`config.mk`:
```
export PLATFORM = sky130hd
export DESIGN_NAME = sat_requant_pipe
export DESIGN_NICKNAME = d
export VERILOG_FILES = /design/src/rtl/sat_requant_pipe.sv
export SDC_FILE = /design/constraint.sdc
export NUM_CORES = 1
export LEC_CHECK = 0
export BUFFER_PORTS_ARGS = -buffer_cell sky130_fd_sc_hd__buf_2
export CORE_ASPECT_RATIO = 1.4
export CORE_UTILIZATION = 30
export CTS_BUF_LIST = sky130_fd_sc_hd__clkbuf_2 sky130_fd_sc_hd__clkbuf_4 sky130_fd_sc_hd__clkbuf_8
export DETAILED_ROUTE_END_ITERATION = 10
export GPL_TIMING_DRIVEN = 0
export PLACE_DENSITY = 0.6
export SETUP_SLACK_MARGIN = 0.4
export SLEW_MARGIN = 25
export SYNTH_ARGS = -nofsm -noshare
export SYNTH_HDL_FRONTEND = slang
export SYNTH_SLANG_ARGS = --single-unit
```
`constraint.sdc`:
```
create_clock -name clk -period 18.1 [get_ports clk]
set_clock_uncertainty 0.2 [all_clocks]
set_input_delay 3.62 -clock clk [delete_from_list [all_inputs] [get_ports clk]]
set_output_delay 3.62 -clock clk [all_outputs]
set_load 0.01 [all_outputs]
```
`src/rtl/sat_requant_pipe.sv`:
```
// Multi-lane two-stage requantiser: round/shift double-width products, then clamp to BIT_WIDTH.
// Valid/ready pipeline with a saturating count of clamped lanes.
module sat_requant_pipe #(
   parameter int unsigned BIT_WIDTH  = 16,
   parameter int unsigned FRAC_WIDTH = 8,
   parameter int unsigned LANES      = 4,
   parameter int unsigned CNT_WIDTH  = 16
) (
   input  logic                           clk,
   input  logic                           rst,
   input  logic                           in_valid,
   output logic                           in_ready,
   input  logic [LANES*2*BIT_WIDTH-1:0]   in_data,
   input  logic [1:0]                     round_mode,
   output logic                           out_valid,
   input  logic                           out_ready,
   output logic [LANES*BIT_WIDTH-1:0]     out_data,
   output logic [LANES-1:0]               out_sat,
   input  logic                           clr_stats,
   output logic [CNT_WIDTH-1:0]           sat_count
);

   localparam int unsigned IW = 2 * BIT_WIDTH;
   localparam int unsigned XW = IW + 1;
   localparam int unsigned PW = $clog2(LANES + 1);
   localparam int unsigned SW = CNT_WIDTH + 1;

   localparam logic [FRAC_WIDTH-1:0] HALF_F = FRAC_WIDTH'(1) << (FRAC_WIDTH - 1);
   localparam logic signed [XW-1:0]  HALF_S = XW'(HALF_F);
   localparam logic signed [XW-1:0]  ONE_S  = XW'(1);
   localparam logic signed [XW-1:0]  MAX_S  = {{(XW-BIT_WIDTH+1){1'b0}}, {(BIT_WIDTH-1){1'b1}}};
   localparam logic signed [XW-1:0]  MIN_S  = {{(XW-BIT_WIDTH+1){1'b1}}, {(BIT_WIDTH-1){1'b0}}};
   localparam logic [BIT_WIDTH-1:0]  OUT_MAX = {1'b0, {(BIT_WIDTH-1){1'b1}}};
   localparam logic [BIT_WIDTH-1:0]  OUT_MIN = {1'b1, {(BIT_WIDTH-1){1'b0}}};

   logic                        s1_valid;
   logic [LANES*XW-1:0]         s1_r;
   logic                        s1_en;
   logic                        s2_en;

   logic [LANES*XW-1:0]         rnd_d;
   logic signed [XW-1:0]        xe;
   logic signed [XW-1:0]        tr;
   logic signed [XW-1:0]        rr;
   logic [FRAC_WIDTH-1:0]       frac;

   logic [LANES*BIT_WIDTH-1:0]  clamp_d;
   logic [LANES-1:0]            sat_d;
   logic signed [XW-1:0]        rv;

   logic [PW-1:0]               pop;
   logic [CNT_WIDTH-1:0]        base;
   logic [SW-1:0]               sum;
   logic [CNT_WIDTH-1:0]        cnt_d;

   // Handshake: a stage advances when the stage after it is empty or draining.
   assign s2_en    = !out_valid || out_ready;
   assign s1_en    = !s1_valid || s2_en;
   assign in_ready = s1_en;

   // Stage 1 datapath: sign-extend one bit so the half-up carry can never wrap.
   always_comb begin
      rnd_d = '0;
      xe    = '0;
      tr    = '0;
      rr    = '0;
      frac  = '0;
      for (int i = 0; i < LANES; i++) begin
         xe   = {in_data[i*IW+IW-1], in_data[i*IW +: IW]};
         frac = in_data[i*IW +: FRAC_WIDTH];
         tr   = xe >>> FRAC_WIDTH;
         case (round_mode)
            2'd1:    rr = (xe + HALF_S) >>> FRAC_WIDTH;
            2'd2:    rr = ((frac > HALF_F) || ((frac == HALF_F) && tr[0])) ? tr + ONE_S : tr;
            default: rr = tr;
         endcase
         rnd_d[i*XW +: XW] = rr;
      end
   end

   always_ff @(posedge clk or posedge rst) begin
      if (rst) begin
         s1_valid <= 1'b0;
         s1_r     <= '0;
      end else if (s1_en) begin
         s1_valid <= in_valid;
         if (in_valid) begin
            s1_r <= rnd_d;
         end
      end
   end

   // Stage 2 datapath: clamp the full-width rounded value to the signed output range.
   always_comb begin
      clamp_d = '0;
      sat_d   = '0;
      rv      = '0;
      for (int i = 0; i < LANES; i++) begin
         rv = s1_r[i*XW +: XW];
         if (rv > MAX_S) begin
            clamp_d[i*BIT_WIDTH +: BIT_WIDTH] = OUT_MAX;
            sat_d[i]                          = 1'b1;
         end else if (rv < MIN_S) begin
            clamp_d[i*BIT_WIDTH +: BIT_WIDTH] = OUT_MIN;
            sat_d[i]                          = 1'b1;
         end else begin
            clamp_d[i*BIT_WIDTH +: BIT_WIDTH] = rv[BIT_WIDTH-1:0];
         end
      end
   end

   // Saturation statistic: a clear coinciding with a load restarts from that beat's count.
   always_comb begin
      pop = '0;
      for (int i = 0; i < LANES; i++) begin
         pop = pop + PW'(sat_d[i]);
      end
      base  = clr_stats ? '0 : sat_count;
      sum   = {1'b0, base} + SW'(pop);
      cnt_d = sat_count;
      if (s2_en && s1_valid) begin
         cnt_d = sum[CNT_WIDTH] ? '1 : sum[CNT_WIDTH-1:0];
      end else if (clr_stats) begin
         cnt_d = '0;
      end
   end

   always_ff @(posedge clk or posedge rst) begin
      if (rst) begin
         out_valid <= 1'b0;
         out_data  <= '0;
         out_sat   <= '0;
         sat_count <= '0;
      end else begin
         sat_count <= cnt_d;
         if (s2_en) begin
            out_valid <= s1_valid;
            if (s1_valid) begin
               out_data <= clamp_d;
               out_sat  <= sat_d;
            end
         end
      end
   end

endmodule
```
# Word-level counts from Yosys, hierarchy flattened
# Index checks and enable logic that the tools add are counted.
# word_totals
ff_bits,218
input_bits,135
out_inout_bits,86
# op_classes
addsub,12
order_cmp,12
n_eq_ne,6
n_mux,27
n_reduce_logical,15
# ops
operator,n
case mux 33 bit (2 select lines),4
two-way mux 16 bit,11
adder 32 x 9 -> 33 bit (second input constant),4
> comparator 33 x 16 -> 1 bit (second input constant),4
< comparator 33 x 16 -> 1 bit (second input constant),4
two-way mux 33 bit,4
adder 24 x 2 -> 25 bit (second input constant),4
== test 8 bit (second input constant),4
> comparator 8 bit (second input constant),4
adder 16 x 3 -> 17 bit,1
two-way mux 1 bit,8
logical OR 1 bit,6
logical AND 1 bit,5
AND reduction 2 bit,2
adder 2 x 1 -> 3 bit,1
adder 3 x 1 -> 3 bit,1
adder 1 x 1 -> 2 bit,1
== test 2 x 1 -> 1 bit (second input constant),1
== test 2 bit (second input constant),1
zero test 1 bit,2

# Depth between registers and ports, before layout
# logic_depth
depth_word,9
ltp_mapped,14
depth_no_buf,13

# Worst setup path before layout
# Ideal clock, no wire load.
# synth_timing
path_kind,input-to-output
from,input out_ready
to,output in_ready
arrival_ns,3.844
t_required_ns,14.280
slack_ns,10.436
path_stages,1
path_buffers,0
cell_sequence,nand3b_1
# synth_between
elab_chain_len,2
# synth_lines
element,line_no,text
from (decl),16,"input logic out_ready,"
logical OR 1 bit,57,assign s2_en = !out_valid || out_ready;
logical OR 1 bit,58,assign s1_en = !s1_valid || s2_en;
to (decl),12,"output logic in_ready,"
# Every way passes these cells.

# Final worst setup path
# Ends and elaborated chain as after synthesis.

==> impl_results.md <==
* DR iter-0 viols at 1,168
* Grt total ovfl at 0
* Pin slew with the least headroom to its limit at 1125 ps
* Final Hold Viols at 0
* Fill cells at 4,199
* Root buf cell: clkbuf_8
* Max-slew headroom at 25.03%
* Port bufs at 209
* Post-route ant nets at 0
* Worst hold slack at 276.6 ps
* Worst setup path category: in2out
* Setup TNS at 0 ps
* Crit path time final at 7957 ps
* Seq/Total Area, Yosys at 39.03%
* MaxCap Viol Count at 0
* Initial antenna violation count at 5
* Unrepaired setup endpoints after global routing: no
* Setup crit start kind: input port
* WL per Instance at 24.41 um
* Via Count at 13,400
* WL final at 55,070 um
* Placer Congestion at 0.9425
* CP most frequent cell: buf_2
* Crit path buffers/inverters at 2
* Finish-stage setup viols at 0
* Core Util, Final at 35.91%
* Worst EP arrival at 4140 ps
* All-Layer GR Usage at 27.21%
* Worst skew pair latency at 530 ps
* Die area at 40,560 um^2
* Data required, critical path at 14,280 ps
* CTS HTree Levels at 4
* First-pass GRT wire length at 80,720 um
* FP Rows at 86
* Ys flop type: dfrtp_1
* Synth Warn # at 0
* Clock transition at path regs at 90 ps
* Total core area at 39,280 um^2
* Worst setup EP type: primary output
* Die X at 170.5 um
* Number of synthesized flops with an enable pin at 0
* Post-CTS Hold Buffers at 0
* Status: finished clean
* Lkg Pwr at 5.765 nW
* Pwr dens at 83.23 nW/um^2
* CTS tree: done
* Syn Inst Count at 1,480
* CTS Buf Count at 17
* Final nets at 1,860
* Initial Utilization at 30.36%
* CP max-delay cell: nand3b_1
* Final Cycle Share at 43.96%
* Syn avg cell area at 8.058 um^2
* TritonCTS Sinks at 186
* Max Transition Viols Final at 0
* Via density per instance at 5.938
* Largest net degree at the start of global routing at 80
* Asr flop ratio synth at 100.0%
* DRT Pass-1 Iters at 9
* Chip Height at 237.9 um
* Family with the most delay on the worst path: buffers and inverters
* Post-route DRC at 0
* Max incr delay on CP at 230 ps
* Io pins at 221
* Detailed Place HPWL at 41,460 um
* Area growth syn-to-layout at 18.27%
* Vias in the first global route at 12,900
* Min-delay worst type: reg2reg
* Max VDD drop at 61.45 uV
* Max Clk Rate at 125.7 MHz
* Cell variety after synth at 76
* #FFs+latches synth at 186
* Crit-path max FO at 4
* Clock buffer depth at 2
* Crit-path cells: buf_2 > nand3b_1 > buf_2
* Layout cells sized above 1 at 17.92%
* Mapped cell area at 11,930 um^2
* Net Count, Synth at 1,629
* Post-CTS sizing at 0
* Post-CTS Repair Setup Buffers at 0
-- stage by stage --
stage,cell area (um^2),total power [mW],setup WS [ps],std cells
2_1_floorplan,11930,0.7270,9223,1480
3_3_place_gp,13630,0.8888,6768,2217
3_5_place_dp,13720,0.8979,10140,2220
4_1_cts,14090,1.178,10140,2252
5_1_grt,14100,1.238,10080,2255
6_report,14100,1.174,10140,2256
-- worst min-delay path, stage by stage, from the launching register on --
cell and delay, ps:
dfrtp_1 340, nand2_1 50, o21ai_0 60
-- registers in the layout (all words and copies together), names as in the netlist --
name and cells:
out_data 64, out_sat 4, out_valid 1, s1_r 100
s1_valid 1, sat_count 16
-- cell usage after synthesis, types with 8 or more instances --
library cell | n | area (um^2)
clkbuf_1 | 84 | 315.3
a21oi_1 | 126 | 630.6
a22o_1 | 10 | 87.58
mux2_2 | 33 | 371.6
o21ai_0 | 173 | 865.8
nand4_1 | 35 | 219.0
nor2_1 | 118 | 442.9
or3_1 | 8 | 50.05
ha_1 | 11 | 137.6
a222oi_1 | 13 | 130.1
a221oi_1 | 11 | 96.34
nand3_1 | 63 | 315.3
nand2_1 | 210 | 788.3
and3_1 | 30 | 187.7
a31oi_1 | 35 | 219.0
a41oi_1 | 10 | 87.58
inv_1 | 23 | 86.33
nor3_1 | 45 | 225.2
nor2b_1 | 15 | 93.84
xor2_1 | 13 | 113.9
o31ai_1 | 15 | 112.6
nor4_1 | 28 | 175.2
and4_1 | 15 | 131.4
buf_1 | 11 | 41.29
o22ai_1 | 8 | 50.05
dfrtp_1 | 186 | 4654
mux2i_1 | 10 | 100.1
-- area by class of cell --
cell class	count	area, um^2	area share (%)
Clock inverter	10	82.58	0.5855
Multi-Input combinational cell	1165	6779	48.07
Tap cell	528	660.6	4.684
Buffer	105	422.9	2.999
Clock buffer	22	290.3	2.058
Inverter	24	97.59	0.6920
Sequential cell	186	4654	33.00
Timing Repair Buffer	212	1106	7.842
Antenna cell	4	10.01	0.07097
-- cells by family after synthesis --
family	Yosys count	share of synthesized area [%]
mux	44	4.081
buf+inv	129	4.281
simple gates	598	24.05
compound gates	489	25.43
fa+ha+maj	14	1.658
xor+xnor	20	1.469
flops	186	39.03
-- cell usage in the layout, fill, tap and decap left out, drive strengths merged, types with 5 or more instances in the layout --
master / Yosys / layout
buf: 21 / 233
nand2: 210 / 210
dfrtp: 186 / 186
o21ai: 175 / 175
a21oi: 126 / 126
nor2: 118 / 118
clkbuf: 84 / 106
nand3: 63 / 63
nor3: 45 / 45
nand4: 36 / 36
a31oi: 35 / 35
mux2: 34 / 34
and3: 30 / 30
nor4: 28 / 28
inv: 23 / 27
nor2b: 15 / 15
and4: 15 / 15
o31ai: 15 / 15
xor2: 13 / 13
a222oi: 13 / 13
a221oi: 12 / 12
ha: 11 / 11
a22o: 10 / 10
a41oi: 10 / 10
mux2i: 10 / 10
or3: 9 / 9
and2: 9 / 9
o22ai: 8 / 8
a22oi: 7 / 7
xnor2: 7 / 7
o41ai: 7 / 7
or4: 7 / 7
a32oi: 6 / 6
o21a: 6 / 6
o221ai: 6 / 6
o211ai: 6 / 6
clkinv: 1 / 6
a41o: 5 / 5
a311oi: 5 / 5
-- path summary, 6_finish.rpt --
path | from | endpoint | slack, ps | cells past startpoint
max | out_ready | in_ready | 10140 | 3
min | out_data[41] | out_data[41] | 280 | 2
max reg2reg | s1_r[23] | sat_count[8] | 13200 | 14
min reg2reg | out_data[41] | out_data[41] | 280 | 2
max in group asynchronous | rst | out_data[40] | 13780 | 4
min in group asynchronous | rst | out_data[63] | 2870 | 2
-- metal layers --
layer / wire, um / share of wire [%] / GRT usage [%] / vias up
met2: 27000 / 49 / 46.32 / 703
li1: - / - / - / 6007
met5: 27 / 0.049 / 0 / -
met4: 3241 / 5.9 / 16.79 / 4
met3: 4372 / 7.9 / 5.971 / 186
met1: 20430 / 37 / 30.72 / 6496
-- report_power, final --
group	total (mW)	switching, mW	internal, mW
Clock	0.282	0.170	0.111
Combinational	0.355	0.234	0.121
Sequential	0.537	0.0481	0.489
Power figures use the tool's default switching activity.
